**src/rtl/alu_exec_stage.sv**
```systemverilog
// Execute stage: wraps the combinational alu, queues results in a 2-entry skid FIFO,
// and holds the flags register plus the branch-condition evaluator.

module alu #(
  parameter int DATA_W = 8
) (
  input  logic [DATA_W-1:0] a,
  input  logic [DATA_W-1:0] b,
  input  logic [2:0]        op,
  output logic [DATA_W-1:0] out,
  output logic [7:0]        flags
);
  localparam logic [2:0] OP_ADD = 3'd0;
  localparam logic [2:0] OP_SUB = 3'd1;
  localparam logic [2:0] OP_AND = 3'd2;
  localparam logic [2:0] OP_OR  = 3'd3;
  localparam logic [2:0] OP_XOR = 3'd4;
  localparam logic [2:0] OP_SHL = 3'd5;
  localparam logic [2:0] OP_SHR = 3'd6;
  localparam logic [2:0] OP_PSB = 3'd7;

  logic [DATA_W:0] wide;
  logic            carry;
  logic            ovf;
  logic            zero;
  logic            neg;
  logic            par;

  // Carry is a borrow on SUB; shifts report the bit shifted out.
  always_comb begin
    wide  = '0;
    out   = '0;
    carry = 1'b0;
    ovf   = 1'b0;
    case (op)
      OP_ADD: begin
        wide  = {1'b0, a} + {1'b0, b};
        out   = wide[DATA_W-1:0];
        carry = wide[DATA_W];
        ovf   = (a[DATA_W-1] == b[DATA_W-1]) && (out[DATA_W-1] != a[DATA_W-1]);
      end
      OP_SUB: begin
        wide  = {1'b0, a} - {1'b0, b};
        out   = wide[DATA_W-1:0];
        carry = wide[DATA_W];
        ovf   = (a[DATA_W-1] != b[DATA_W-1]) && (out[DATA_W-1] != a[DATA_W-1]);
      end
      OP_AND: out = a & b;
      OP_OR:  out = a | b;
      OP_XOR: out = a ^ b;
      OP_SHL: begin
        out   = {a[DATA_W-2:0], 1'b0};
        carry = a[DATA_W-1];
      end
      OP_SHR: begin
        out   = {1'b0, a[DATA_W-1:1]};
        carry = a[0];
      end
      OP_PSB: out = b;
      default: out = '0;
    endcase
  end

  // Parity flag is set when the result has an even number of ones.
  assign zero  = (out == '0);
  assign neg   = out[DATA_W-1];
  assign par   = ~^out;
  assign flags = {3'b000, par, ovf, carry, neg, zero};
endmodule

module alu_exec_stage #(
  parameter int DATA_W  = 8,
  parameter int RD_W    = 3,
  parameter int STALL_W = 16
) (
  input  logic               clk,
  input  logic               rst,
  input  logic               in_valid,
  output logic               in_ready,
  input  logic [DATA_W-1:0]  in_a,
  input  logic [DATA_W-1:0]  in_b,
  input  logic [2:0]         in_op,
  input  logic [RD_W-1:0]    in_rd,
  input  logic               in_setflags,
  output logic               out_valid,
  input  logic               out_ready,
  output logic [DATA_W-1:0]  out_result,
  output logic [RD_W-1:0]    out_rd,
  output logic [7:0]         flags_q,
  input  logic [2:0]         cond,
  output logic               cond_true,
  output logic [STALL_W-1:0] stall_cnt
);
  localparam logic [2:0] CC_AL  = 3'd0;
  localparam logic [2:0] CC_EQ  = 3'd1;
  localparam logic [2:0] CC_NE  = 3'd2;
  localparam logic [2:0] CC_LT  = 3'd3;
  localparam logic [2:0] CC_GE  = 3'd4;
  localparam logic [2:0] CC_CS  = 3'd5;
  localparam logic [2:0] CC_CC  = 3'd6;
  localparam logic [2:0] CC_PAR = 3'd7;

  localparam logic [STALL_W-1:0] STALL_MAX = {STALL_W{1'b1}};
  localparam logic [STALL_W-1:0] STALL_ONE = {{(STALL_W-1){1'b0}}, 1'b1};

  logic [DATA_W-1:0] alu_out;
  logic [7:0]        alu_flags;

  logic [DATA_W-1:0] mem_result [2];
  logic [RD_W-1:0]   mem_rd     [2];
  logic              wr_ptr;
  logic              rd_ptr;
  logic [1:0]        count;
  logic              push;
  logic              pop;

  alu #(.DATA_W(DATA_W)) u_alu (
    .a     (in_a),
    .b     (in_b),
    .op    (in_op),
    .out   (alu_out),
    .flags (alu_flags)
  );

  // Ready depends only on registered occupancy, never on out_ready.
  assign in_ready   = !rst && (count != 2'd2);
  assign out_valid  = (count != 2'd0);
  assign push       = in_valid && in_ready;
  assign pop        = out_valid && out_ready;
  assign out_result = mem_result[rd_ptr];
  assign out_rd     = mem_rd[rd_ptr];

  always_ff @(posedge clk) begin
    if (rst) begin
      mem_result[0] <= '0;
      mem_result[1] <= '0;
      mem_rd[0]     <= '0;
      mem_rd[1]     <= '0;
      wr_ptr        <= 1'b0;
      rd_ptr        <= 1'b0;
      count         <= 2'd0;
    end else begin
      if (push) begin
        mem_result[wr_ptr] <= alu_out;
        mem_rd[wr_ptr]     <= in_rd;
        wr_ptr             <= ~wr_ptr;
      end
      if (pop) begin
        rd_ptr <= ~rd_ptr;
      end
      case ({push, pop})
        2'b10:   count <= count + 2'd1;
        2'b01:   count <= count - 2'd1;
        default: count <= count;
      endcase
    end
  end

  always_ff @(posedge clk) begin
    if (rst) begin
      flags_q <= 8'h00;
    end else if (push && in_setflags) begin
      flags_q <= alu_flags;
    end
  end

  // Saturates rather than wrapping so long stalls stay visible.
  always_ff @(posedge clk) begin
    if (rst) begin
      stall_cnt <= '0;
    end else if (out_valid && !out_ready && (stall_cnt != STALL_MAX)) begin
      stall_cnt <= stall_cnt + STALL_ONE;
    end
  end

  always_comb begin
    cond_true = 1'b1;
    case (cond)
      CC_AL:   cond_true = 1'b1;
      CC_EQ:   cond_true = flags_q[0];
      CC_NE:   cond_true = !flags_q[0];
      CC_LT:   cond_true = flags_q[1] ^ flags_q[3];
      CC_GE:   cond_true = !(flags_q[1] ^ flags_q[3]);
      CC_CS:   cond_true = flags_q[2];
      CC_CC:   cond_true = !flags_q[2];
      CC_PAR:  cond_true = flags_q[4];
      default: cond_true = 1'b1;
    endcase
  end
endmodule

```
**config.mk**
```make
export PLATFORM = sky130hd
export DESIGN_NAME = alu_exec_stage
export DESIGN_NICKNAME = d
export VERILOG_FILES = /design/src/rtl/alu_exec_stage.sv
export SDC_FILE = /design/constraint.sdc
export NUM_CORES = 1
export LEC_CHECK = 0
export CAP_MARGIN = 20
export CELL_PAD_IN_SITES_DETAIL_PLACEMENT = 2
export CELL_PAD_IN_SITES_GLOBAL_PLACEMENT = 2
export CORE_ASPECT_RATIO = 1.4
export CORE_MARGIN = 4
export CORE_UTILIZATION = 34
export DETAILED_ROUTE_END_ITERATION = 12
export PLACE_DENSITY_LB_ADDON = 0.1
export SETUP_SLACK_MARGIN = 0.02
export SLEW_MARGIN = 20
export SYNTH_ARGS = -nofsm -noshare
export SYNTH_HDL_FRONTEND = slang
export SYNTH_SLANG_ARGS = --single-unit
```
**constraint.sdc**
```tcl
create_clock -name clk -period 5.15 [get_ports clk]
set_input_delay 0.515 -clock clk [delete_from_list [all_inputs] [get_ports clk]]
set_output_delay 0.515 -clock clk [all_outputs]
set_load 0.02 [all_outputs]
```
==> results.tsv <==
metric	value	unit
outcome	completed	
area_delta_synth_final	23.8	%
cap_viol_max_count	0	
fin_skew	0.00417	ns
root_buffer	clkbuf_16	
cts.htree.levels	2	
synth_simple_gate_area_share	19.9	%
initial_core_util	35.1	%
die_w	95.8	µm
ctsHoldBuffers	0	
crit_arrival	3.87	ns
cp_max_fo	4	
fin_ws	1.45	ns
rsz0062_at_grt	false	
min_period	3.70	ns
grt_usage	19.1	%
crit_path_end_kind	register	
drc	0	
synth_xor_area_share	6.68	%
synth_area	0.00367	mm²
fillers	1200	
finalHoldViolCount	0	
critical_path_class	in -> reg	
hold_path_class	reg -> reg	
rows	44	
die_h	131	µm
holdPathStages	2	
fmax	270	MHz
power.density	279	mW/mm²
worstPathRequired	5.32	ns
synthArstFlopShare	0	%
synth-adder-area-share	11.3	%
num_io_pins	68	
avgSynthCellArea	8.48	µm²
reg2reg_depth	7	
grt_pass1_wl	18600	µm
timing.slew.headroom	45.0	%
wirelength	11500	µm
seq_area_frac_synth	32.2	%
leakage	1.79	nW
vias	3356	
pwr-share-comb	37.5	%
antenna_cells	0	
synth_flop_cell	dfxtp_1	
ys_seq_elements	48	
cts.sinks	48	
preCtsSetupSlack	1.14	ns
p_sw	0.438	mW
postCtsSetupBuffers	0	
slew_viol_final	0	
synth.distinct_cells	60	
power_frac_clock	25.3	%
synth_warnings	0	
grt_max_degree	28	
wl_per_cell	18.4	µm
synth.area.mux_share	6.65	%
grt_pass1_vias	3630	
intPower	0.828	mW
place_area	0.00440	mm²
clk_pin_slew	0.07	ns
finalSetupTns	0	ns
die-area	0.0125	mm²
fin_nets	549	
post_cts_resized	0	
ir_worst_vdd	0.000131	V
power_frac_seq	37.2	%
port-buffer-count	64	
cts_buffers	5	
grt_antenna_before_repair	0	
worstMarginPinSlew	0.823	ns
vias_per_cell	5.36	
cts_tree	yes	
finalSetupViolations	0	
antenna_left	0	
clock_insertion_delay_worst_skew	0.29	ns
min_period_over_period	71.9	%
overflow	0	
clockBufferDepth	2	
drt_first_pass_iters	4	
syn_inst	433	
synth_top_family_by_area	simple AND/OR/NAND/NOR gates	
synth_compound_area_share	16.1	%
dp_hpwl	9070	µm
cp-start-kind	primary input	
core	0.0105	mm²
synth_enable_flop_cells	22	
gp_congestion	0.823	
drive_gt1_share	7.17	%
dr.first_iter.drc_count	134	
fin_area	0.00454	mm²
switching_share	34.6	%
cell usage in the layout (no fill, tap or decap), drive strengths merged, types with 3 or more instances in the layout:
cell	n
a21oi	28
a22oi	5
a31oi	3
and3	4
buf	5
clkbuf	6
clkdlybuf4s50	64
conb	3
dfxtp	26
edfxtp	22
ha	30
inv	36
mux2	13
mux2i	3
mux4	3
nand2	26
nand2b	8
nand3	20
nand4	4
nor2	58
nor2b	8
nor3	4
nor4	3
o211ai	3
o21ai	28
o311ai	3
or2	3
or3	5
xnor2	12
xor2	16
flip-flops by register name (all words and copies together), names as in the netlist, named ones only:
name and count:
mem_result 16, stall_cnt 16, count 2, wr_ptr 1, flags_q 5, rd_ptr 1
mem_rd 6
path summary, 6_finish.rpt:
kind | end | start | slack [ns]
worst max-delay path | flags_q[4] | in_a[0] | 1.45
worst min-delay path | wr_ptr | wr_ptr | 0.50
worst max register to register | stall_cnt[10] | stall_cnt[0] | 2.92
worst min register to register | wr_ptr | wr_ptr | 0.50
cell usage after synthesis (all sizes together), types with 12 or more instances:
cell type | number | area, µm²
nor2 | 58 | 218
inv | 36 | 135
ha | 30 | 375
a21oi | 28 | 140
o21ai | 28 | 140
dfxtp | 26 | 521
nand2 | 26 | 97.6
edfxtp | 22 | 661
nand3 | 20 | 100
xor2 | 16 | 140
buf | 15 | 91.3
mux2 | 13 | 146
xnor2 | 12 | 105
layer usage:
| layer | track usage, % | share of wire (%) |
|---|---|---|
| met5 | 0 | 0 |
| met4 | 7.71 | 3.0 |
| met3 | 2.46 | 3.4 |
| met2 | 37.0 | 55 |
| met1 | 20.3 | 39 |
metrics by stage:
stage	total power [mW]	std cells	util, %	hold slack [ns]
floorplan	0.768	435	-	0.445
global placement	0.936	618	42.1	0.459
detailed placement	0.955	618	42.1	0.481
CTS	1.29	626	43.4	0.498
global route	1.34	626	43.4	0.545
finish	1.27	626	43.4	0.503
cell families (layout without fill, tap and decap cells):
family / after synthesis / after routing
muxes: 19 / 19
xor gates and xnor gates: 28 / 28
other: 1 / 3
buffers and inverters: 60 / 113
and+or+nand+nor: 152 / 152
adders and majority gates: 32 / 32
AOI/OAI and AO/OA: 93 / 93
DFF: 48 / 48
worst max-delay path, cell delays in order:
cell             delay (ns)
clkdlybuf4s50_1        0.55
inv_1                  0.09
ha_1                   0.24
fa_1                   0.41
o21ba_2                0.26
nor4_1                 0.29
o21ai_0                0.18
o2111a_1               0.15
nor2_1                 0.29
ha_1                   0.30
xnor2_1                0.19
xnor2_1                0.14
nor2_1                 0.06
a21oi_1                0.14
nor2_1                 0.06
power groups by stage:
stage	sequential (mW)	combinational, mW	clock [mW]
finish	0.471	0.474	0.321
global route	0.476	0.521	0.347
CTS	0.472	0.483	0.331
detailed placement	0.478	0.477	0
global placement	0.476	0.460	0
floorplan	0.468	0.300	0
final cells by class:
type / count / area, µm² / area share [%]
Timing Repair Buffer: 69 / 678 / 14.9
Tap cell: 138 / 173 / 3.80
Sequential cell: 48 / 1180 / 26.0
Inverter: 36 / 135 / 2.98
Clock inverter: 2 / 11.3 / 0.248
Clock buffer: 6 / 129 / 2.84
Multi-Input combinational cell: 327 / 2230 / 49.2
(Power assumes the default switching activity.)
